$ cat config.mk
export PLATFORM = sky130hd
export DESIGN_NAME = cpu_fetch_sequencer_flat
export DESIGN_NICKNAME = d
export VERILOG_FILES = /design/src/rtl/cpu_fetch_sequencer_pkg.sv /design/src/rtl/cpu_fetch_sequencer_if.sv /design/src/rtl/cpu_fetch_sequencer_scan_wdt.sv /design/src/rtl/cpu_fetch_sequencer.sv /design/src/flat_wrapper.sv
export SDC_FILE = /design/constraint.sdc
export NUM_CORES = 1
export LEC_CHECK = 0
export BUFFER_PORTS_ARGS = -buffer_cell sky130_fd_sc_hd__buf_2
export CAP_MARGIN = 15
export CORE_ASPECT_RATIO = 0.8
export CORE_MARGIN = 3
export CORE_UTILIZATION = 35
export DETAILED_ROUTE_END_ITERATION = 6
export MAX_ROUTING_LAYER = met4
export SYNTH_ARGS = -nofsm -noshare
export SYNTH_HDL_FRONTEND = slang
export SYNTH_SLANG_ARGS = --single-unit
$ cat constraint.sdc
create_clock -name cpu_clk -period 2.7 [get_ports cpu_clk]
set_input_delay 0.405 -clock cpu_clk [delete_from_list [all_inputs] [get_ports cpu_clk]]
set_output_delay 0.405 -clock cpu_clk [all_outputs]
set_load 0.02 [all_outputs]
$ cat src/rtl/cpu_fetch_sequencer_pkg.sv
// cpu_fetch_sequencer_pkg: state encodings, opcode classes, END opcode and jump condition codes
package cpu_fetch_sequencer_pkg;
  localparam logic [3:0] S_IDLE      = 4'd0;
  localparam logic [3:0] S_FETCH     = 4'd1;
  localparam logic [3:0] S_DECODE    = 4'd2;
  localparam logic [3:0] S_OPER      = 4'd3;
  localparam logic [3:0] S_APB_WAIT  = 4'd4;
  localparam logic [3:0] S_SCAN_WAIT = 4'd5;
  localparam logic [3:0] S_HALT      = 4'd6;
  localparam logic [3:0] S_FAULT     = 4'd7;
  localparam logic [1:0] CLS_OP    = 2'b00;
  localparam logic [1:0] CLS_CONST = 2'b01;
  localparam logic [1:0] CLS_JMP   = 2'b10;
  localparam logic [1:0] CLS_APB   = 2'b11;
  localparam logic [7:0] OP_END = 8'hFF;
  localparam logic [1:0] JC_ALW  = 2'b00;
  localparam logic [1:0] JC_ACC  = 2'b01;
  localparam logic [1:0] JC_NACC = 2'b10;
  localparam logic [1:0] JC_RSV  = 2'b11;
  function automatic logic jump_taken(input logic [1:0] cond, input logic acc);
    return (cond == JC_ALW) || (cond == JC_ACC && acc) || (cond == JC_NACC && !acc);
  endfunction
endpackage

$ cat src/rtl/cpu_fetch_sequencer_if.sv
// cpu_fetch_sequencer_if: sequencer-to-datapath handshake and strobe bundle
interface cpu_fetch_sequencer_if #(parameter int SCAN_CNT_W = 16);
  logic                  cpu_run;
  logic [7:0]            instr_code;
  logic                  acc_bit;
  logic                  apb_done;
  logic                  scan_trig;
  logic                  halt_req;
  logic                  pm_en;
  logic                  pc_en;
  logic                  pc_ld;
  logic                  ir_en;
  logic                  apb_en;
  logic                  apb_req;
  logic                  exe_en;
  logic                  scan_done;
  logic                  halt_ack;
  logic                  fault;
  logic                  wdt_trip;
  logic [SCAN_CNT_W-1:0] scan_cnt;
  modport master (
    input  cpu_run, instr_code, acc_bit, apb_done, scan_trig, halt_req,
    output pm_en, pc_en, pc_ld, ir_en, apb_en, apb_req, exe_en, scan_done, halt_ack, fault, wdt_trip, scan_cnt
  );
  modport slave (
    output cpu_run, instr_code, acc_bit, apb_done, scan_trig, halt_req,
    input  pm_en, pc_en, pc_ld, ir_en, apb_en, apb_req, exe_en, scan_done, halt_ack, fault, wdt_trip, scan_cnt
  );
endinterface

$ cat src/rtl/cpu_fetch_sequencer_scan_wdt.sv
// cpu_fetch_sequencer_scan_wdt: per-scan cycle watchdog, built only with SCAN_WDT_EN
`ifdef SCAN_WDT_EN
module cpu_fetch_sequencer_scan_wdt #(
  parameter int WDT_W     = 24,
  parameter int WDT_LIMIT = 2**20
)(
  input  logic cpu_clk,
  input  logic cpu_resetn,
  input  logic run,
  input  logic clr,
  output logic trip
);
  localparam logic [WDT_W-1:0] LAST = WDT_W'(WDT_LIMIT - 1);
  logic [WDT_W-1:0] cnt_q, cnt_d;
  assign trip  = run && cnt_q == LAST;
  assign cnt_d = (clr || trip) ? '0 : run ? cnt_q + WDT_W'(1) : cnt_q;
  always_ff @(posedge cpu_clk or negedge cpu_resetn)
    if (!cpu_resetn) cnt_q <= '0;
    else cnt_q <= cnt_d;
endmodule
`endif

$ cat src/rtl/cpu_fetch_sequencer.sv
// cpu_fetch_sequencer: fetch/decode/execute and scan sequencing for the PLC program memory datapath
// SCAN_WDT_EN adds a per-scan watchdog that trips into FAULT.
module cpu_fetch_sequencer
  import cpu_fetch_sequencer_pkg::*;
#(
  parameter int SCAN_CNT_W = 16
`ifdef SCAN_WDT_EN
  , parameter int WDT_W     = 24
  , parameter int WDT_LIMIT = 2**20
`endif
)(
  input  logic                  cpu_clk,
  input  logic                  cpu_resetn,
  cpu_fetch_sequencer_if.master bus
);
  logic [3:0] state_q, state_d;
  logic [SCAN_CNT_W-1:0] scan_cnt_q, scan_cnt_d;
  logic [3:0] to_fetch;
  logic [1:0] cls;
  logic is_end, trip, go;
  logic pm_en, pc_en, pc_ld, ir_en, apb_en, apb_req, exe_en, scan_done;
  assign cls      = bus.instr_code[7:6];
  assign is_end   = bus.instr_code == OP_END;
  assign to_fetch = bus.halt_req ? S_HALT : S_FETCH;
  assign go       = bus.cpu_run && !trip;
`ifdef SCAN_WDT_EN
  logic wdt_run, wdt_clr;
  assign wdt_run = state_q inside {S_FETCH, S_DECODE, S_OPER, S_APB_WAIT};
  assign wdt_clr = state_q == S_IDLE || (state_q == S_DECODE && is_end);
  cpu_fetch_sequencer_scan_wdt #(.WDT_W(WDT_W), .WDT_LIMIT(WDT_LIMIT)) u_wdt (
    .cpu_clk    (cpu_clk),
    .cpu_resetn (cpu_resetn),
    .run        (wdt_run),
    .clr        (wdt_clr),
    .trip       (trip)
  );
`else
  assign trip = 1'b0;
`endif
  always_comb begin
    state_d   = state_q;
    pm_en     = 1'b0;
    pc_en     = 1'b0;
    pc_ld     = 1'b0;
    ir_en     = 1'b0;
    apb_en    = 1'b0;
    apb_req   = 1'b0;
    exe_en    = 1'b0;
    scan_done = 1'b0;
    case (state_q)
      S_IDLE: state_d = to_fetch;
      S_FETCH: begin
        pm_en   = 1'b1;
        pc_en   = 1'b1;
        state_d = S_DECODE;
      end
      S_DECODE:
        if (is_end) begin
          pc_en     = 1'b1;
          pc_ld     = 1'b1;
          scan_done = 1'b1;
          state_d   = S_SCAN_WAIT;
        end else if (cls == CLS_OP) begin
          exe_en  = 1'b1;
          state_d = to_fetch;
        end else if (cls == CLS_JMP) begin
          pc_en   = jump_taken(bus.instr_code[1:0], bus.acc_bit);
          pc_ld   = pc_en;
          state_d = bus.instr_code[1:0] == JC_RSV ? S_FAULT : to_fetch;
        end else begin
          ir_en   = 1'b1;
          pm_en   = 1'b1;
          pc_en   = 1'b1;
          state_d = S_OPER;
        end
      // instr_code comes from the IR here, so the class is still the first word's
      S_OPER:
        if (cls == CLS_APB) begin
          apb_en  = 1'b1;
          apb_req = 1'b1;
          state_d = S_APB_WAIT;
        end else begin
          exe_en  = 1'b1;
          state_d = to_fetch;
        end
      S_APB_WAIT: begin
        apb_req = !bus.apb_done;
        state_d = bus.apb_done ? to_fetch : S_APB_WAIT;
      end
      S_SCAN_WAIT: state_d = bus.scan_trig ? to_fetch : S_SCAN_WAIT;
      S_HALT: state_d = bus.halt_req ? S_HALT : S_FETCH;
      default: state_d = state_q;
    endcase
    if (trip) state_d = S_FAULT;
    if (!bus.cpu_run) state_d = S_IDLE;
  end
  assign scan_cnt_d = scan_cnt_q + SCAN_CNT_W'(go && scan_done);
  always_ff @(posedge cpu_clk or negedge cpu_resetn)
    if (!cpu_resetn) begin
      state_q    <= S_IDLE;
      scan_cnt_q <= '0;
    end else begin
      state_q    <= state_d;
      scan_cnt_q <= scan_cnt_d;
    end
  assign bus.pm_en     = go && pm_en;
  assign bus.pc_en     = go && pc_en;
  assign bus.pc_ld     = go && pc_ld;
  assign bus.ir_en     = go && ir_en;
  assign bus.apb_en    = go && apb_en;
  assign bus.apb_req   = go && apb_req;
  assign bus.exe_en    = go && exe_en;
  assign bus.scan_done = go && scan_done;
  assign bus.halt_ack  = state_q == S_HALT;
  assign bus.fault     = state_q == S_FAULT;
  assign bus.wdt_trip  = trip;
  assign bus.scan_cnt  = scan_cnt_q;
endmodule

$ cat src/flat_wrapper.sv
// flat-port wrapper written by rule: the top's interface ports become plain ports
module cpu_fetch_sequencer_flat import cpu_fetch_sequencer_pkg::*;
#(
  parameter int SCAN_CNT_W = 16

)
  (cpu_clk, cpu_resetn, bus_cpu_run, bus_instr_code, bus_acc_bit, bus_apb_done, bus_scan_trig, bus_halt_req, bus_pm_en, bus_pc_en, bus_pc_ld, bus_ir_en, bus_apb_en, bus_apb_req, bus_exe_en, bus_scan_done, bus_halt_ack, bus_fault, bus_wdt_trip, bus_scan_cnt);
  cpu_fetch_sequencer_if #(.SCAN_CNT_W(SCAN_CNT_W)) bus_i ();
  input  logic cpu_clk;
  input  logic cpu_resetn;
  input wire logic [$bits(bus_i.cpu_run)-1:0] bus_cpu_run;
  input wire logic [$bits(bus_i.instr_code)-1:0] bus_instr_code;
  input wire logic [$bits(bus_i.acc_bit)-1:0] bus_acc_bit;
  input wire logic [$bits(bus_i.apb_done)-1:0] bus_apb_done;
  input wire logic [$bits(bus_i.scan_trig)-1:0] bus_scan_trig;
  input wire logic [$bits(bus_i.halt_req)-1:0] bus_halt_req;
  output wire logic [$bits(bus_i.pm_en)-1:0] bus_pm_en;
  output wire logic [$bits(bus_i.pc_en)-1:0] bus_pc_en;
  output wire logic [$bits(bus_i.pc_ld)-1:0] bus_pc_ld;
  output wire logic [$bits(bus_i.ir_en)-1:0] bus_ir_en;
  output wire logic [$bits(bus_i.apb_en)-1:0] bus_apb_en;
  output wire logic [$bits(bus_i.apb_req)-1:0] bus_apb_req;
  output wire logic [$bits(bus_i.exe_en)-1:0] bus_exe_en;
  output wire logic [$bits(bus_i.scan_done)-1:0] bus_scan_done;
  output wire logic [$bits(bus_i.halt_ack)-1:0] bus_halt_ack;
  output wire logic [$bits(bus_i.fault)-1:0] bus_fault;
  output wire logic [$bits(bus_i.wdt_trip)-1:0] bus_wdt_trip;
  output wire logic [$bits(bus_i.scan_cnt)-1:0] bus_scan_cnt;
  assign bus_i.cpu_run = bus_cpu_run;
  assign bus_i.instr_code = bus_instr_code;
  assign bus_i.acc_bit = bus_acc_bit;
  assign bus_i.apb_done = bus_apb_done;
  assign bus_i.scan_trig = bus_scan_trig;
  assign bus_i.halt_req = bus_halt_req;
  assign bus_pm_en = bus_i.pm_en;
  assign bus_pc_en = bus_i.pc_en;
  assign bus_pc_ld = bus_i.pc_ld;
  assign bus_ir_en = bus_i.ir_en;
  assign bus_apb_en = bus_i.apb_en;
  assign bus_apb_req = bus_i.apb_req;
  assign bus_exe_en = bus_i.exe_en;
  assign bus_scan_done = bus_i.scan_done;
  assign bus_halt_ack = bus_i.halt_ack;
  assign bus_fault = bus_i.fault;
  assign bus_wdt_trip = bus_i.wdt_trip;
  assign bus_scan_cnt = bus_i.scan_cnt;
  cpu_fetch_sequencer #(.SCAN_CNT_W(SCAN_CNT_W)) u_core (.cpu_clk(cpu_clk), .cpu_resetn(cpu_resetn), .bus(bus_i));
endmodule
==> results.toml, run 1 <==
[outcome]
outcome = "complete, no violations"

[logic_synthesis]
synthArstFlopShare_pct = 100
synth.cell_area_um2 = 1180
synth_top_area_share_pct = 40.2
synthTopCellsByArea = "dfrtp_1 40%, xnor2_1 6.7%, xor2_1 4.4%"
ys_seq_area_share_pct = 40.2
yosys_warnings = 0
synth_most_common_cell = "dfrtp_1"
synth_nets = 144
synth.top_cells.by_count = "19 x dfrtp_1, 10 x nand3_1, 10 x nor2_1, 9 x xnor2_1"
ys_types = 38
syn_inst = 126
synth_top_cell_by_area = "dfrtp_1"
ys_seq_elements = 19
avgSynthCellArea_um2 = 9.38
synth_top_flop_cell = "dfrtp_1"
synth-edff-count = 0

[setup_path]
crit_fanout = 5
crit_path_end_kind = "register"
r2r-start = "u_core.state_q[2]"
start_kind = "register"
required_ns = 2.84
worstSetupPathType = "reg -> reg"
critical_path_arrival_ns = 2.41
crit_start = "u_core.state_q[2]"

[global_route]
grt_overflow = 0
grt_pass1_wl_mm = 4.69
grt_usage_pct = 14.8
antenna_found_initial = 0
grt_start_max_net_pins = 20
grt_pass1_vias = 987

[final_layout]
stdcell_area_um2 = 1470
layout.nets = 187
antennaDiodeCount = 0
layout-drive-gt1-share_pct = 32.7
final_cells = 208
nFillCells = 320
syn_to_final_growth_pct = 24.0

[sta]
hold_viol = 0
rsz0062_at_grt = "false"
setup_violations = 0
final.setup.tns_ns = 0
fmax_mhz = 441
fin_skew_ns = 0.00149
slew_violations = 0
period_minus_slack_ns = 2.27
whs_ns = 0.0813
fin_crit_sh_pct = 84.0

[die]
fp.dieH_um = 58.0
start_util_pct = 37.5
core_um2 = 3150
ios = 42
die_w_um = 71.0
num_rows = 18
die_area_um2 = 4120

[pwr]
p_leak_nw = 0.787
p_per_area_nw_per_um2 = 498
fin_total_pwr_w = 0.000730
swShare_pct = 32.4
internal-power_w = 0.000494
clkPwrFrac_pct = 26.6
p_sw_w = 0.000237
p_comb_share_pct = 31.9
seq_power_share_pct = 41.5
ir_drop_mv = 0.268

[placement]
dp.cells = 204
dp_hpwl_mm = 2.10
placed_cell_area_um2 = 1420
port_buffers = 40
place_congestion = 0.812

[clock_tree]
clock_latency_ns = 0.25
cts_resized = 0
cts.sinks = 19
cts_buffers = 3
tritoncts = "done"
cts.htree.levels = 1
cts.path.max_buffers = 2
clkTransAtPathRegs_ns = 0.07
cts_hold_buf = 0
clock_tree.root_cell = "clkbuf_8"
cts_setup_buffers = 0

[worst_hold_path]
worstHoldPathType = "in -> async"

[route]
ant_nets = 0
drt-wirelength-per-cell_um = 13.1
drc = 0
drt-pass1-iter-count = 4
routed_wl_mm = 2.72
dr_total_vias = 1028
via_per_inst = 4.94
drt-initial-drc-count = 46

[job]
max_cap_viol_count = 0
[cells by family (layout without fill, tap and decap cells)]
group           after synthesis  count (layout)  synth area share [%]
flops                        19              19                  40.2
buf+inv                       8              50                  3.81
other cells                   1               1                 0.317
xor+xnor                     15              15                  11.1
fa+ha+maj                     3               3                  3.17
compound gates               20              20                  10.3
mux                           1               1                 0.847
simple gates                 59              59                  30.3
[path summary, 6_finish.rpt]
| kind | endpoint | slack, ns | cells after the start |
|---|---|---|---|
| setup reg to reg | u_core.bus.scan_cnt[12] | 0.43 | 9 |
| hold reg to reg | u_core.bus.scan_cnt[15] | 0.47 | 1 |
| hold / removal | u_core.bus.scan_cnt[6] | 0.08 | 1 |
| max in group asynchronous | u_core.bus.scan_cnt[1] | 2.32 | 1 |
| min in group cpu_clk | u_core.state_q[0] | 0.47 | 2 |
| setup / recovery | u_core.bus.scan_cnt[12] | 0.43 | 9 |
[cell usage in the layout, fill, tap and decap left out, drive strengths merged]
cell / count
buf: 43
dfrtp: 19
nand3: 13
nor2: 10
xnor2: 9
nand2: 9
a21oi: 7
o21ai: 7
xor2: 6
nand4: 4
nor3: 4
clkbuf: 4
nand2b: 3
nor2b: 3
and3: 3
inv: 3
nor3b: 3
ha: 3
nand3b: 2
or3: 1
mux2i: 1
and2: 1
nor4b: 1
o21a: 1
and3b: 1
nor4bb: 1
o311ai: 1
o211ai: 1
a311oi: 1
a21boi: 1
a32o: 1
conb: 1
[layout make-up]
type / instances / area (µm²) / area share (%)
multi-input cells: 99 / 662 / 45.1
flip-flops and latches: 19 / 475 / 32.4
repair buffers: 43 / 223 / 15.2
well taps: 40 / 50.0 / 3.41
clock buffers: 4 / 45.0 / 3.07
inverters: 3 / 11.3 / 0.768
[flip-flops by register name (all words and copies together) (netlist names)]
name / flops
u_core.bus.scan_cnt: 16
u_core.state_q: 3
[critical path, cell delays in order (launching register included)]
cell      delay [ns]
dfrtp_1         0.37
nand2b_1        0.23
nand2b_1        0.25
nor2_1          0.18
ha_1            0.27
ha_1            0.20
nand3_1         0.12
nor3_1          0.31
nand2_1         0.11
xnor2_1         0.13
[routing by layer]
layer  GRT usage (%)  part of all wire (%)  up-vias
li1                -                     -      523
met1            20.7                    50      473
met2            20.9                    44       30
met3            4.68                   5.7        2
met4            3.75                  0.92        0
met5               -                     0        -
[metrics by stage]
step | setup slack (ns) | util (%)
after floorplan | 0.228 | -
after global placement | 0.362 | 45.1
after detailed placement | 0.189 | 45.1
after CTS | 0.405 | 46.5
after global routing | 0.242 | 46.5
final | 0.431 | 46.5
[power by group through the flow]
| stage | Combinational [W] | Sequential [W] | Clock (W) |
|---|---|---|---|
| global route | 0.000263 | 0.000304 | 0.000218 |
| global placement | 0.000226 | 0.000309 | 0 |
| detailed placement | 0.000233 | 0.000309 | 0 |
| finish | 0.000233 | 0.000303 | 0.000194 |
| floorplan | 0.000147 | 0.000319 | 0 |
| CTS | 0.000234 | 0.000303 | 0.000198 |
No activity file was read; power rests on OpenSTA's default activity.
==> run 2, diff against run 1 <==
--- a/config.mk
+++ b/config.mk
@@ -5,6 +5,7 @@
 export SDC_FILE = /design/constraint.sdc
 export NUM_CORES = 1
 export LEC_CHECK = 0
+export ABC_AREA = 1
 export BUFFER_PORTS_ARGS = -buffer_cell sky130_fd_sc_hd__buf_2
 export CAP_MARGIN = 15
 export CORE_ASPECT_RATIO = 0.8
==> constraint.sdc (replaced) <==
create_clock -name cpu_clk -period 1.9 [get_ports cpu_clk]
set_input_delay 0.285 -clock cpu_clk [delete_from_list [all_inputs] [get_ports cpu_clk]]
set_output_delay 0.285 -clock cpu_clk [all_outputs]
set_load 0.02 [all_outputs]
==> run 2 against run 1 <==
Effect of this change: synthesized cell count increased by 37%; wire length increased by 6.9%; largest power group is now combinational cells; hold slack improved by 0.20 ns; highest routed layer unchanged; flip-flop and latch count unchanged; final cell count increased by 25%.
==> results.toml, run 2 <==
[setup_path]
rrSetupSlack_ns = 0.12
critical_path_arrival_ns = 1.93
crit_fanout = 4
required_ns = 2.05
path_cells = "inv_4, nand3_4, nor2_4, inv_2, nor2_4, ha_4, ha_2, nand3_4, nor2_2, nand2_1, xnor2_1"
worstSetupPathType = "reg -> reg"
start_kind = "register"
critPathMaxStageDelay_ns = 0.41
cp_slowest_cell = "dfrtp_1"
crit_path_end_kind = "register"

[logic_synthesis]
ys_types = 23
synth_most_common_cell = "nand2_1"
synth_top_area_share_pct = 37.8
syn_inst = 172
synth.top_cells.by_count = "47 x nand2_1, 24 x nor2_1, 19 x dfrtp_1, 19 x nand3_1, 17 x inv_1"
yosys_warnings = 0
synth-edff-count = 0
avgSynthCellArea_um2 = 7.30
synth_top_flop_cell = "dfrtp_1"
synth_top_cell_by_area = "dfrtp_1"
ys_seq_area_share_pct = 37.8
ys_seq_elements = 19
synthArstFlopShare_pct = 100
synth_nets = 190
synthTopCellsByArea = "dfrtp_1 38%, nand2_1 14%, nand3_1 7.6%"
synth.cell_area_um2 = 1260

[outcome]
outcome = "complete, no violations"

[die]
core_um2 = 3270
start_util_pct = 38.5
die_area_um2 = 4350
num_rows = 18
fp.dieH_um = 59.6
die_w_um = 73.0
ios = 42

[clock_tree]
clock_tree.root_cell = "clkbuf_8"
cts.sinks = 19
clock_latency_ns = 0.26
cts.path.max_buffers = 2
tritoncts = "done"
clkTransAtPathRegs_ns = 0.07
cts_buffers = 3
cts.htree.levels = 1

[worst_hold_path]
worstHoldPathType = "in -> reg"

[sta]
period_minus_slack_ns = 1.78
setup_violations = 0
fin_crit_sh_pct = 93.7
slew_violations = 0
fmax_mhz = 562
fin_skew_ns = 0.00373
hold_viol = 0

[global_route]
grt_start_max_net_pins = 20
grt_overflow = 0
grt_usage_pct = 15.0
grt_pass1_wl_mm = 4.89
grt_pass1_vias = 1072
antenna_found_initial = 0

[placement]
port_buffers = 40
place_congestion = 0.861
dp_hpwl_mm = 2.36
dp.cells = 253

[final_layout]
final_cell_mix = "47 x nand2_1, 40 x buf_2, 20 x nor2_1"
largest_reg_flops = 16
final_cells = 259
layout.nets = 238
final_common_cell = "nand2_1"
syn_to_final_growth_pct = 33.6
antennaDiodeCount = 0
layout-drive-gt1-share_pct = 32.4

[route]
drt-wirelength-per-cell_um = 11.2
drt-initial-drc-count = 115
drc = 0
drt-pass1-iter-count = 4
dr_total_vias = 1187
routed_wl_mm = 2.90
via_per_inst = 4.58
ant_nets = 0

[pwr]
ir_drop_mv = 0.361
p_per_area_nw_per_um2 = 774
fin_total_pwr_w = 0.00130
p_leak_nw = 0.921

[job]
max_cap_viol_count = 0
## run 2: changes by cell type after synthesis, sizes merged, moves of 3 or more
cell    change
and3        -3
inv        +15
nand2      +39
nand2b      -3
nand3       +8
nand4       -3
nor2       +18
nor2b       -3
nor3b       -3
o21ai       -3
xnor2       -4
xor2        +3
## run 2: area by class of cell
cell class | count | area (µm²)
Fill cell | 292 | 1590
Multi-Input combinational cell | 130 | 777
Sequential cell | 19 | 475
Timing Repair Buffer | 47 | 255
Inverter | 19 | 73.8
Tap cell | 40 | 50.0
Clock buffer | 3 | 41.3
Clock inverter | 1 | 5.00
## run 2: path summary, 6_finish.rpt
check / startpoint / end / depth (start not counted)
max: u_core.state_q[0] / u_core.bus.scan_cnt[12] / 11
min: bus_cpu_run / u_core.state_q[1] / 3
max reg2reg: u_core.state_q[0] / u_core.bus.scan_cnt[12] / 11
min reg2reg: u_core.bus.scan_cnt[15] / u_core.bus.scan_cnt[15] / 1
max in group asynchronous: cpu_resetn / u_core.bus.scan_cnt[13] / 2
min in group asynchronous: cpu_resetn / u_core.bus.scan_cnt[15] / 2
## run 2: what timing repair did
action / 4_1_cts / 5_1_grt
hold buffers: 1 / 0
setup buffers: 0 / 1
gates resized for setup: 0 / 8
hold endpoints to repair: 19 / 0
setup endpoints to repair: 0 / 5
## run 2: cell families after synthesis
kind of cell    after synthesis  share of synthesized area (%)
xor+xnor                     14                           9.76
simple gates                102                           37.0
fa+ha+maj                     3                           2.99
other cells                   1                          0.299
buf+inv                      23                           8.07
compound gates               10                           4.08
flops                        19                           37.8
## run 2: layer usage
metal  share of wire (%)  track usage, %  up-vias
met2                  45            20.0       29
met4                 1.2            4.74        0
met3                 4.5            3.56        5
li1                    -               -      635
met1                  50            22.1      518
met5                   0               -        -
## run 2: stage by stage
step	hold slack [ns]	cell area, µm²	worst slack (ns)	util [%]	setup TNS (ns)
detailed placement	0.243	1570	0.0712	48.0	0
global route	0.282	1680	-0.0186	51.4	-0.0186
finish	0.278	1680	0.120	51.4	0
floorplan	-0.0106	1320	0.0000129	-	0
CTS	0.272	1620	0.0511	49.7	0
global placement	0.250	1570	0.134	48.0	0
## run 2: worst max-delay path, delay by kind of cell, from the launching register on
family	cells	cell delay, ns
simple gates	6	0.63
flops	1	0.41
fa+ha+maj	2	0.35
buf+inv	2	0.14
xor+xnor	1	0.12
## run 2: power breakdown
part / internal (W) / leakage [nW] / total (W) / switching [W]
registers: 0.000434 / 0.252 / 0.000460 / 0.0000261
logic: 0.000205 / 0.643 / 0.000557 / 0.000352
clock network: 0.000146 / 0.0255 / 0.000281 / 0.000135
total: 0.000785 / 0.921 / 0.00130 / 0.000514
==> run 3, diff against run 2 <==
--- a/config.mk
+++ b/config.mk
@@ -5,14 +5,15 @@
 export SDC_FILE = /design/constraint.sdc
 export NUM_CORES = 1
 export LEC_CHECK = 0
-export ABC_AREA = 1
 export BUFFER_PORTS_ARGS = -buffer_cell sky130_fd_sc_hd__buf_2
 export CAP_MARGIN = 15
 export CORE_ASPECT_RATIO = 0.8
 export CORE_MARGIN = 3
-export CORE_UTILIZATION = 35
+export CORE_UTILIZATION = 44
+export CTS_CLUSTER_DIAMETER = 120
 export DETAILED_ROUTE_END_ITERATION = 6
 export MAX_ROUTING_LAYER = met4
+export PLACE_DENSITY = 0.75
 export SYNTH_ARGS = -nofsm -noshare
 export SYNTH_HDL_FRONTEND = slang
 export SYNTH_SLANG_ARGS = --single-unit
==> run 3 against run 2 <==
Effect of this change: utilization rose by 15 points; die area fell by 23%; sequential share of layout area grew 0.085 points; via count down 4.3%; non-clock buffer count increased by 12; hold slack gained 0.0076 ns.
==> results.toml, run 3 (synthesis results as in run 1) <==
[setup_path]
crit_path_end_kind = "primary output"
required_ns = 1.62
critical_path_arrival_ns = 1.53
start_kind = "register"
worstSetupPathType = "reg -> out"
crit_fanout = 15
rrSetupSlack_ns = 0.10

[sta]
fin_skew_ns = 0.00876
fin_crit_sh_pct = 95.6
fmax_mhz = 551
setup_violations = 0
slew_violations = 0
period_minus_slack_ns = 1.82
hold_viol = 0
finalWorstSetupSlack_ns = 0.0835

[route]
drt-pass1-iter-count = 4
ant_nets = 0
dr_total_vias = 1136
drt-wirelength-per-cell_um = 12.9
drc = 0
routed_wl_mm = 2.84
drt-initial-drc-count = 26
via_per_inst = 5.16

[final_layout]
layout.nets = 203
syn_to_final_growth_pct = 41.5
final_common_cell = "buf_2"
final_cell_mix = "40 x buf_2, 19 x dfrtp_1, 18 x buf_4"
nFillCells = 222
largest_reg_flops = 16
layout-drive-gt1-share_pct = 44.6
stdcell_area_um2 = 1670
antennaDiodeCount = 0

[clock_tree]
clkTransAtPathRegs_ns = 0.11
cts.sinks = 19
clock_latency_ns = 0.30
clock_tree.root_cell = "clkbuf_4"
cts.path.max_buffers = 2
tritoncts = "done"
cts.htree.levels = 1
cts_buffers = 3

[placement]
port_buffers = 40
placed_cell_area_um2 = 1580
pre_cts_slack_ns = -0.0283
place_congestion = 0.887
dp_hpwl_mm = 2.20

[outcome]
outcome = "complete, no violations"

[global_route]
grt_overflow = 0
grt_use_met3_pct = 4.51
grt_start_max_net_pins = 20
grt_use_met1_pct = 23.0
grt_usage_pct = 17.5
use_met2_pct = 27.6
antenna_found_initial = 0
grt_pass1_vias = 970
busiest_layer = "met2"
grt_pass1_wl_mm = 4.43

[pwr]
fin_total_pwr_w = 0.00103
ir_drop_mv = 0.382
p_leak_nw = 0.885
p_per_area_nw_per_um2 = 617

[worst_hold_path]
worstHoldPathType = "in -> reg"

[die]
core_um2 = 2500
fp.dieH_um = 52.4
num_rows = 16
die_area_um2 = 3350
ios = 42
start_util_pct = 47.3
die_w_um = 64.0

[job]
max_cap_viol_count = 0
[run 3: path summary, 6_finish.rpt]
check | to | cells after the start | startpoint
hold / removal | u_core.state_q[0] | 2 | bus_cpu_run
max in group asynchronous | u_core.bus.scan_cnt[0] | 2 | cpu_resetn
hold reg to reg | u_core.bus.scan_cnt[13] | 1 | u_core.bus.scan_cnt[13]
setup / recovery | bus_apb_req | 4 | u_core.state_q[0]
setup reg to reg | u_core.bus.scan_cnt[15] | 8 | u_core.state_q[2]
min in group asynchronous | u_core.bus.scan_cnt[12] | 2 | cpu_resetn
[run 3: timing repair]
action                                  4_1_cts  5_1_grt
buffers inserted                              0        4
resized for setup                             0        4
hold buffers                                  1        0
endpoints found under the hold margin        19        0
endpoints found under the setup margin        0        7
[run 3: through the flow]
step	hold WS, ns	setup TNS (ns)	cells	utilization (%)
final	0.286	0	220	66.9
after global routing	0.290	-0.0133	220	66.9
after CTS	0.263	0	216	64.8
after detailed placement	0.240	-0.0283	211	63.2
after global placement	0.235	0	211	63.2
after floorplan	-0.0106	-0.00555	126	-
[run 3: cell type report]
type | instances | area [µm²] | area share, %
Sequential cell | 19 | 475 | 28.4
Timing Repair Buffer | 59 | 345 | 20.6
Inverter | 3 | 11.3 | 0.673
Tap cell | 36 | 45.0 | 2.69
Multi-Input combinational cell | 99 | 768 | 45.9
Clock inverter | 1 | 5.00 | 0.299
Clock buffer | 3 | 22.5 | 1.35
[run 3: where the power goes]
group	switching [W]	leakage, nW	internal [W]	total (W)
Sequential	0.0000151	0.263	0.000423	0.000438
Clock	0.000125	0.0177	0.0000784	0.000204
Combinational	0.000213	0.604	0.000178	0.000390
[run 3: layer usage]
layer	share of wire [%]	wire [µm]	vias up
met4	0.81	23	0
met2	48	1370	33
li1	-	-	561
met1	46	1300	540
met5	0	0	-
met3	5.0	142	2
[run 3: worst max-delay path, stage by stage, from the launching register on]
cell and delay (ns):
dfrtp_1 0.43, buf_4 0.20, nor4b_1 0.29, o21a_1 0.15
buf_2 0.15
